$ cat config.mk
export PLATFORM = sky130hd
export DESIGN_NAME = ped_crossing_ctrl
export DESIGN_NICKNAME = d
export VERILOG_FILES = /design/src/rtl/ped_pkg.sv /design/src/rtl/ped_phase_timer.sv /design/src/rtl/ped_crossing_ctrl.sv
export SDC_FILE = /design/constraint.sdc
export NUM_CORES = 1
export LEC_CHECK = 0
export BUFFER_PORTS_ARGS = -buffer_cell sky130_fd_sc_hd__buf_4
export CORE_UTILIZATION = 50
export DETAILED_ROUTE_END_ITERATION = 8
export GPL_TIMING_DRIVEN = 0
export PLACE_DENSITY = 0.83
export SLEW_MARGIN = 20
export SYNTH_ARGS = -nofsm -noshare
export SYNTH_HDL_FRONTEND = slang
export SYNTH_HIERARCHICAL = 1
export SYNTH_SLANG_ARGS = --single-unit
$ cat constraint.sdc
create_clock -name clk -period 2.8 [get_ports clk]
set_clock_uncertainty 0.2 [all_clocks]
set_input_delay 0.56 -clock clk [delete_from_list [all_inputs] [get_ports clk]]
set_output_delay 0.56 -clock clk [all_outputs]
set_load 0.02 [all_outputs]
$ cat src/rtl/ped_pkg.sv
// Shared definitions for the pedestrian crossing controller: state encoding,
// default phase lengths and a lamp-sanity helper.
package ped_pkg;

    typedef enum logic [2:0] {
        ST_IDLE  = 3'd0,
        ST_WAIT  = 3'd1,
        ST_WALK  = 3'd2,
        ST_CLEAR = 3'd3,
        ST_FAULT = 3'd4
    } ped_state_e;

    localparam int unsigned DEF_WALK_CYCLES  = 8;
    localparam int unsigned DEF_CLEAR_CYCLES = 6;
    localparam int unsigned DEF_FLASH_DIV    = 2;

    // True when exactly one of the three vehicle lamps is lit.
    function automatic logic is_one_hot3(input logic a, input logic b, input logic c);
        return (a ^ b ^ c) & ~(a & b & c);
    endfunction

endpackage

$ cat src/rtl/ped_phase_timer.sv
// Phase timer for the crossing controller: a loadable 4-bit down-counter that
// parks at zero, plus the flash toggle used for the clearance DON'T WALK lamp.
// The next-cycle values are exported so the controller can register its
// outputs in step with the counter registers.
module ped_phase_timer
    import ped_pkg::*;
#(
    parameter int unsigned FLASH_DIV = DEF_FLASH_DIV
) (
    input  logic       clk,
    input  logic       reset,
    input  logic       i_load,
    input  logic [3:0] i_load_val,
    input  logic       i_dec,
    input  logic       i_flash_start,
    input  logic       i_flash_run,
    output logic       o_zero,
    output logic [3:0] o_count_nxt,
    output logic       o_flash_nxt
);

    localparam logic [3:0] LP_FLASH_RELOAD = 4'(FLASH_DIV - 1);

    logic [3:0] r_count;
    logic [3:0] r_fcnt;
    logic       r_flash;
    logic [3:0] w_count_nxt;
    logic [3:0] w_fcnt_nxt;
    logic       w_flash_nxt;

    // Down-counter next value: load wins, otherwise decrement and stick at zero.
    always_comb begin
        w_count_nxt = r_count;
        if (i_load) begin
            w_count_nxt = i_load_val;
        end else if (i_dec && (r_count != 4'd0)) begin
            w_count_nxt = r_count - 4'd1;
        end
    end

    // Flash generator: lamp starts lit and inverts each time the divider expires.
    always_comb begin
        w_fcnt_nxt  = r_fcnt;
        w_flash_nxt = r_flash;
        if (i_flash_start) begin
            w_fcnt_nxt  = LP_FLASH_RELOAD;
            w_flash_nxt = 1'b1;
        end else if (i_flash_run) begin
            if (r_fcnt == 4'd0) begin
                w_fcnt_nxt  = LP_FLASH_RELOAD;
                w_flash_nxt = ~r_flash;
            end else begin
                w_fcnt_nxt = r_fcnt - 4'd1;
            end
        end
    end

    // Timer registers.
    always_ff @(posedge clk) begin
        if (reset) begin
            r_count <= 4'd0;
            r_fcnt  <= 4'd0;
            r_flash <= 1'b1;
        end else begin
            r_count <= w_count_nxt;
            r_fcnt  <= w_fcnt_nxt;
            r_flash <= w_flash_nxt;
        end
    end

    assign o_zero      = (r_count == 4'd0);
    assign o_count_nxt = w_count_nxt;
    assign o_flash_nxt = w_flash_nxt;

endmodule

$ cat src/rtl/ped_crossing_ctrl.sv
// Pedestrian crossing controller. Latches a crossing request, grants WALK on
// the rising edge of the vehicle red lamp, runs a flashing clearance phase,
// aborts if vehicles get green, and locks into FAULT on inconsistent lamps.
//
// state | meaning
// IDLE  | no request, steady DON'T WALK
// WAIT  | request latched, waiting for vehicle red to rise
// WALK  | WALK lamp on for WALK_CYCLES
// CLEAR | flashing DON'T WALK with countdown for CLEAR_CYCLES
// FAULT | vehicle lamps not one-hot; needs two clean cycles to leave
module ped_crossing_ctrl
    import ped_pkg::*;
#(
    parameter int unsigned WALK_CYCLES  = DEF_WALK_CYCLES,
    parameter int unsigned CLEAR_CYCLES = DEF_CLEAR_CYCLES,
    parameter int unsigned FLASH_DIV    = DEF_FLASH_DIV
) (
    input  logic       clk,
    input  logic       reset,
    input  logic       i_veh_red,
    input  logic       i_veh_yellow,
    input  logic       i_veh_green,
    input  logic       i_ped_button,
    output logic       o_walk,
    output logic       o_dont_walk,
    output logic [3:0] o_countdown,
    output logic       o_req_pending,
    output logic       o_fault
);

    localparam logic [3:0] LP_WALK_LOAD  = 4'(WALK_CYCLES - 1);
    localparam logic [3:0] LP_CLEAR_LOAD = 4'(CLEAR_CYCLES - 1);

    ped_state_e r_state;
    logic       r_red_q;
    logic       r_ok_cnt;
    logic       r_req;
    logic       r_walk;
    logic       r_dont_walk;
    logic [3:0] r_countdown;
    logic       r_fault;

    ped_state_e w_state_nxt;
    logic       w_one_hot;
    logic       w_red_rise;
    logic       w_req_nxt;
    logic       w_ok_nxt;
    logic       w_load;
    logic [3:0] w_load_val;
    logic       w_dec;
    logic       w_flash_start;
    logic       w_flash_run;
    logic       w_zero;
    logic [3:0] w_count_nxt;
    logic       w_flash_nxt;
    logic       w_walk_nxt;
    logic       w_dont_walk_nxt;
    logic [3:0] w_countdown_nxt;
    logic       w_fault_nxt;

    assign w_one_hot  = is_one_hot3(i_veh_red, i_veh_yellow, i_veh_green);
    assign w_red_rise = i_veh_red & ~r_red_q;

    ped_phase_timer #(
        .FLASH_DIV (FLASH_DIV)
    ) u_timer (
        .clk           (clk),
        .reset         (reset),
        .i_load        (w_load),
        .i_load_val    (w_load_val),
        .i_dec         (w_dec),
        .i_flash_start (w_flash_start),
        .i_flash_run   (w_flash_run),
        .o_zero        (w_zero),
        .o_count_nxt   (w_count_nxt),
        .o_flash_nxt   (w_flash_nxt)
    );

    // State, request latch and registered lamp outputs.
    always_ff @(posedge clk) begin
        if (reset) begin
            r_state     <= ST_IDLE;
            r_red_q     <= 1'b1;
            r_ok_cnt    <= 1'b0;
            r_req       <= 1'b0;
            r_walk      <= 1'b0;
            r_dont_walk <= 1'b1;
            r_countdown <= 4'd0;
            r_fault     <= 1'b0;
        end else begin
            r_state     <= w_state_nxt;
            r_red_q     <= i_veh_red;
            r_ok_cnt    <= w_ok_nxt;
            r_req       <= w_req_nxt;
            r_walk      <= w_walk_nxt;
            r_dont_walk <= w_dont_walk_nxt;
            r_countdown <= w_countdown_nxt;
            r_fault     <= w_fault_nxt;
        end
    end

    // Next state, request bookkeeping and timer control; lamp fault overrides all.
    always_comb begin
        w_state_nxt   = r_state;
        w_req_nxt     = r_req;
        w_ok_nxt      = 1'b0;
        w_load        = 1'b0;
        w_load_val    = 4'd0;
        w_dec         = 1'b0;
        w_flash_start = 1'b0;
        w_flash_run   = 1'b0;
        if (!w_one_hot) begin
            w_state_nxt = ST_FAULT;
            w_req_nxt   = 1'b0;
        end else begin
            case (r_state)
                ST_IDLE: begin
                    if (i_ped_button && w_red_rise) begin
                        w_state_nxt = ST_WALK;
                        w_req_nxt   = 1'b0;
                        w_load      = 1'b1;
                        w_load_val  = LP_WALK_LOAD;
                    end else if (i_ped_button || r_req) begin
                        w_state_nxt = ST_WAIT;
                        w_req_nxt   = 1'b1;
                    end
                end
                ST_WAIT: begin
                    if (w_red_rise) begin
                        w_state_nxt = ST_WALK;
                        w_req_nxt   = 1'b0;
                        w_load      = 1'b1;
                        w_load_val  = LP_WALK_LOAD;
                    end
                end
                ST_WALK: begin
                    if (i_veh_green) begin
                        w_state_nxt = ST_IDLE;
                    end else if (w_zero) begin
                        w_state_nxt   = ST_CLEAR;
                        w_load        = 1'b1;
                        w_load_val    = LP_CLEAR_LOAD;
                        w_flash_start = 1'b1;
                    end else begin
                        w_dec = 1'b1;
                    end
                end
                ST_CLEAR: begin
                    // A press on the final clearance cycle still queues the next crossing.
                    w_req_nxt = r_req | i_ped_button;
                    if (i_veh_green) begin
                        w_state_nxt = ST_IDLE;
                    end else if (w_zero) begin
                        w_state_nxt = w_req_nxt ? ST_WAIT : ST_IDLE;
                    end else begin
                        w_dec       = 1'b1;
                        w_flash_run = 1'b1;
                    end
                end
                ST_FAULT: begin
                    if (r_ok_cnt) begin
                        w_state_nxt = ST_IDLE;
                    end else begin
                        w_ok_nxt = 1'b1;
                    end
                end
                default: begin
                    w_state_nxt = ST_IDLE;
                    w_req_nxt   = 1'b0;
                end
            endcase
        end
    end

    // Lamp values for the state being entered, so outputs change with the state.
    always_comb begin
        w_walk_nxt      = 1'b0;
        w_dont_walk_nxt = 1'b1;
        w_countdown_nxt = 4'd0;
        w_fault_nxt     = 1'b0;
        case (w_state_nxt)
            ST_WALK: begin
                w_walk_nxt      = 1'b1;
                w_dont_walk_nxt = 1'b0;
            end
            ST_CLEAR: begin
                w_dont_walk_nxt = w_flash_nxt;
                w_countdown_nxt = w_count_nxt;
            end
            ST_FAULT: begin
                w_fault_nxt = 1'b1;
            end
            default: begin
            end
        endcase
    end

    assign o_walk        = r_walk;
    assign o_dont_walk   = r_dont_walk;
    assign o_countdown   = r_countdown;
    assign o_req_pending = r_req;
    assign o_fault       = r_fault;

endmodule

==> summary.md <==
| Metric | Value |
|---|---|
| Ys async rst share | 0 |
| Final Critical Period | 2.69 ns |
| Yosys reg bits | 22 |
| Commonest cells in the netlist | 22 x dfxtp_1, 13 x inv_1, 13 x nor2_1 |
| Post-layout nets | 159 |
| Post-synthesis sequential area ratio | 0.400 |
| Hold path startpoint | i_veh_red |
| Synth unique cells | 43 |
| Overall routing resource usage | 0.203 |
| Hold endpoint | r_red_q$_SDFF_PP1_ |
| ANT cells | 0 |
| Pin count of the biggest net entering global routing | 13 |
| R2R depth | 10 |
| Startpoint class of the critical path | input port |
| Root Driver | clkbuf_4 |
| Critical Path Fanout Max | 5 |
| Slew Viols, Final | 0 |
| Iteration-0 DRC Markers | 26 |
| Core area | 2020 µm² |
| Most common cell in the netlist | dfxtp_1 |
| Outcome | complete, no violations |
| Max clock buf depth | 2 |
| Metal2 WL | 1280 µm |
| Fmax | 372 MHz |
| Inst Count DP | 169 |
| Syn_nets | 137 |
| Cell mode on critical path | inv_1 |
| Final non-filler cell total | 177 |
| Drt wl/cell | 13.6 µm |
| Yosys top cell area share | 0.400 |
| Worst-Skew Late Latency | 0.31 ns |
| CP Capture Type | flip-flop |
| Critical Path Max Stage Delay | 0.52 ns |
| Slew @ Worst Pin | 0.511 ns |
| Clock Sinks | 22 |
| Die width | 49.0 µm |
| DR pass1 iterations | 4 |
| Post-synth EDFFs | 0 |
| Met3 wire length | 52 µm |
| Post-route ant nets | 0 |
| GRT overflow | 0 |
| Fill cell count | 181 |
| I/O pin total | 14 |
| Top sig layer | met4 |
| Top cells by area, synth | dfxtp_1 40%, inv_1 4.4%, nor2_1 4.4% |
| Initial core utilization | 0.545 |
| Final Hold Fails | 0 |
| Worst Hold Depth | 2 |
| Mapped Cells | 129 |
| Pwr/cell area | 426 nW/µm² |
| Crit path arrival time | 2.73 ns |
| Maximum vdd drop | 0.304 mV |
| Layout area overhead | 22.7% |
| Total routed wirelength | 2410 µm |
| Relative slew slack | 0.657 |
| Tightest Hold Check Type | in -> reg |
| Final Setup Violations | 0 |
| Syn avg cell area | 8.55 µm² |
| Layout cells sized above 1 | 0.227 |
| Vias | 979 |
| Vias/cell | 5.53 |
| Site Rows | 16 |
| Largest area contributor in the netlist | dfxtp_1 |
| CTS clk-pin slew, worst paths | 0.13 ns |
| Cell Area, Synth | 1100 µm² |
| Wl on met1 | 1050 µm |
| Maxcap violations | 0 |
| Leakage Power | 0.577 nW |
| CP cell instances | buf_4 > ha_1 > or3b_2 > and2_4 > nor3_4 > inv_1 > o41a_1 > nand2_1 > inv_1 > nor3_1 |
| First-pass GRT wire length | 3760 µm |
| Crit-path slowest cell | or3b_2 |
| WS Path Type | in -> reg |
| Worst r2r src | u_timer/r_count[0]$_SDFF_PP0_ |
| Most used flip-flop cell after synthesis | dfxtp_1 |
| CTS buffer count | 3 |
| Worst EP required | 2.84 ns |
| R2R Setup Slk | 0.14 ns |
| Final core utilization | 0.669 |
| Die Ht | 49.0 µm |
| TritonCTS clock tree | done |
| H-Tree Depth | 1 |
| Input/output buffers | 13 |
| Reg area | 440 µm² |
| Number of global-route vias before repair | 816 |
| Reg2reg end | o_countdown[1]$_SDFF_PP0_ |
| Synth Warn # | 6 |
| RePlAce Congestion | 0.792 |
| Post-CTS Hold Fix Bufs | 0 |
| Crit share post-route | 0.960 |
| Die area | 2400 µm² |
| Residual DRC count | 0 |
| Multi-input logic area | 651 µm² |
| Detailed Place HPWL | 1680 µm |
| Initial antenna violation count | 0 |
-- state kept, by name, indices dropped and copies added, names as in the netlist --
| signal | count |
|---|---|
| o_countdown | 4 |
| u_timer/r_count | 4 |
| u_timer/r_fcnt | 4 |
| r_state | 3 |
| o_dont_walk | 1 |
| o_fault | 1 |
| o_req_pending | 1 |
| o_walk | 1 |
| r_ok_cnt | 1 |
| r_red_q | 1 |
| u_timer/r_flash | 1 |
-- layout make-up --
type / instances / share of cell area
Inverter: 13 / 0.0361
Buffer: 2 / 0.0111
Tap cell: 27 / 0.0250
Multi-Input combinational cell: 92 / 0.481
Sequential cell: 22 / 0.326
Timing Repair Buffer: 17 / 0.0944
Clock buffer: 4 / 0.0268
-- critical path: cells and delay by family --
family	cells	cell delay, ns
adder cells (fa/ha/maj)	1	0.32
AO/OA/AOI/OAI	1	0.41
buffers and inverters	3	0.28
AND/OR/NAND/NOR	5	1.15
-- per-layer routing --
metal	track usage	up-vias
met2	0.370	17
met4	0.0588	0
met3	0.0187	4
met5	0	-
met1	0.250	455
li1	-	503
-- through the flow --
step / hold WS, ns / power, mW / TNS [ns] / area, µm² / worst slack (ns)
after floorplan: 0.263 / 0.375 / 0 / 1120 / 0.0421
after global placement: 0.279 / 0.394 / -1.20 / 1250 / -0.269
after detailed placement: 0.298 / 0.396 / -1.68 / 1250 / -0.341
after CTS: 0.251 / 0.575 / 0 / 1320 / 0.00762
after global routing: 0.250 / 0.597 / -0.0160 / 1350 / -0.0160
final: 0.251 / 0.576 / 0 / 1350 / 0.112
-- power breakdown --
part           leakage, nW  internal [mW]  switching, mW
clock network       0.0210         0.0794         0.0993
logic                0.378         0.0311         0.0424
registers            0.179          0.320        0.00360
-- cells in the final DEF, fill, tap and decap left out, types with 2 or more instances in the layout --
master    netlist  final
a21oi_1         9      9
a21boi_0        2      2
nor3b_1         3      2
clkbuf_4        0      3
mux2i_1         2      2
nand2b_1        2      2
a211oi_1        2      2
buf_4           0     17
o21ai_0         5      5
nor3_1          9      7
or3b_4          2      2
nor2_1         13     13
nor2b_1         3      3
dfxtp_1        22     22
o211a_1         3      3
nand3b_1        3      3
nand2_1         8      8
inv_1          13     13
ha_1            2      2
-- how the worst max path moves through the flow --
stage | startpoint | endpoint | cells after the start
global route | i_veh_red | o_countdown[1]$_SDFF_PP0_ | 10
floorplan | i_veh_red | o_countdown[3]$_SDFF_PP0_ | 9
CTS | i_veh_red | o_countdown[3]$_SDFF_PP0_ | 10
detailed placement | i_veh_red | o_countdown[3]$_SDFF_PP0_ | 10
finish | i_veh_red | o_countdown[1]$_SDFF_PP0_ | 10
global placement | i_veh_red | o_countdown[3]$_SDFF_PP0_ | 10
-- cells by family (layout without fill, tap and decap cells) --
| kind of cell | count (synthesis) | after routing | synth area share |
|---|---|---|---|
| other | 1 | 1 | 0.00340 |
| xor gates and xnor gates | 1 | 1 | 0.00795 |
| DFF | 22 | 22 | 0.400 |
| AOI/OAI and AO/OA | 31 | 31 | 0.201 |
| buffers and inverters | 15 | 36 | 0.0579 |
| adders and majority gates | 2 | 2 | 0.0227 |
| muxes | 2 | 2 | 0.0182 |
| and+or+nand+nor | 55 | 55 | 0.289 |
-- what timing repair did --
action	4_1_cts	5_1_grt
endpoints found under the setup margin	8	5
buffers inserted	1	3
pin swaps	0	2
resized for setup	4	3
No activity file was read; power rests on OpenSTA's default activity.
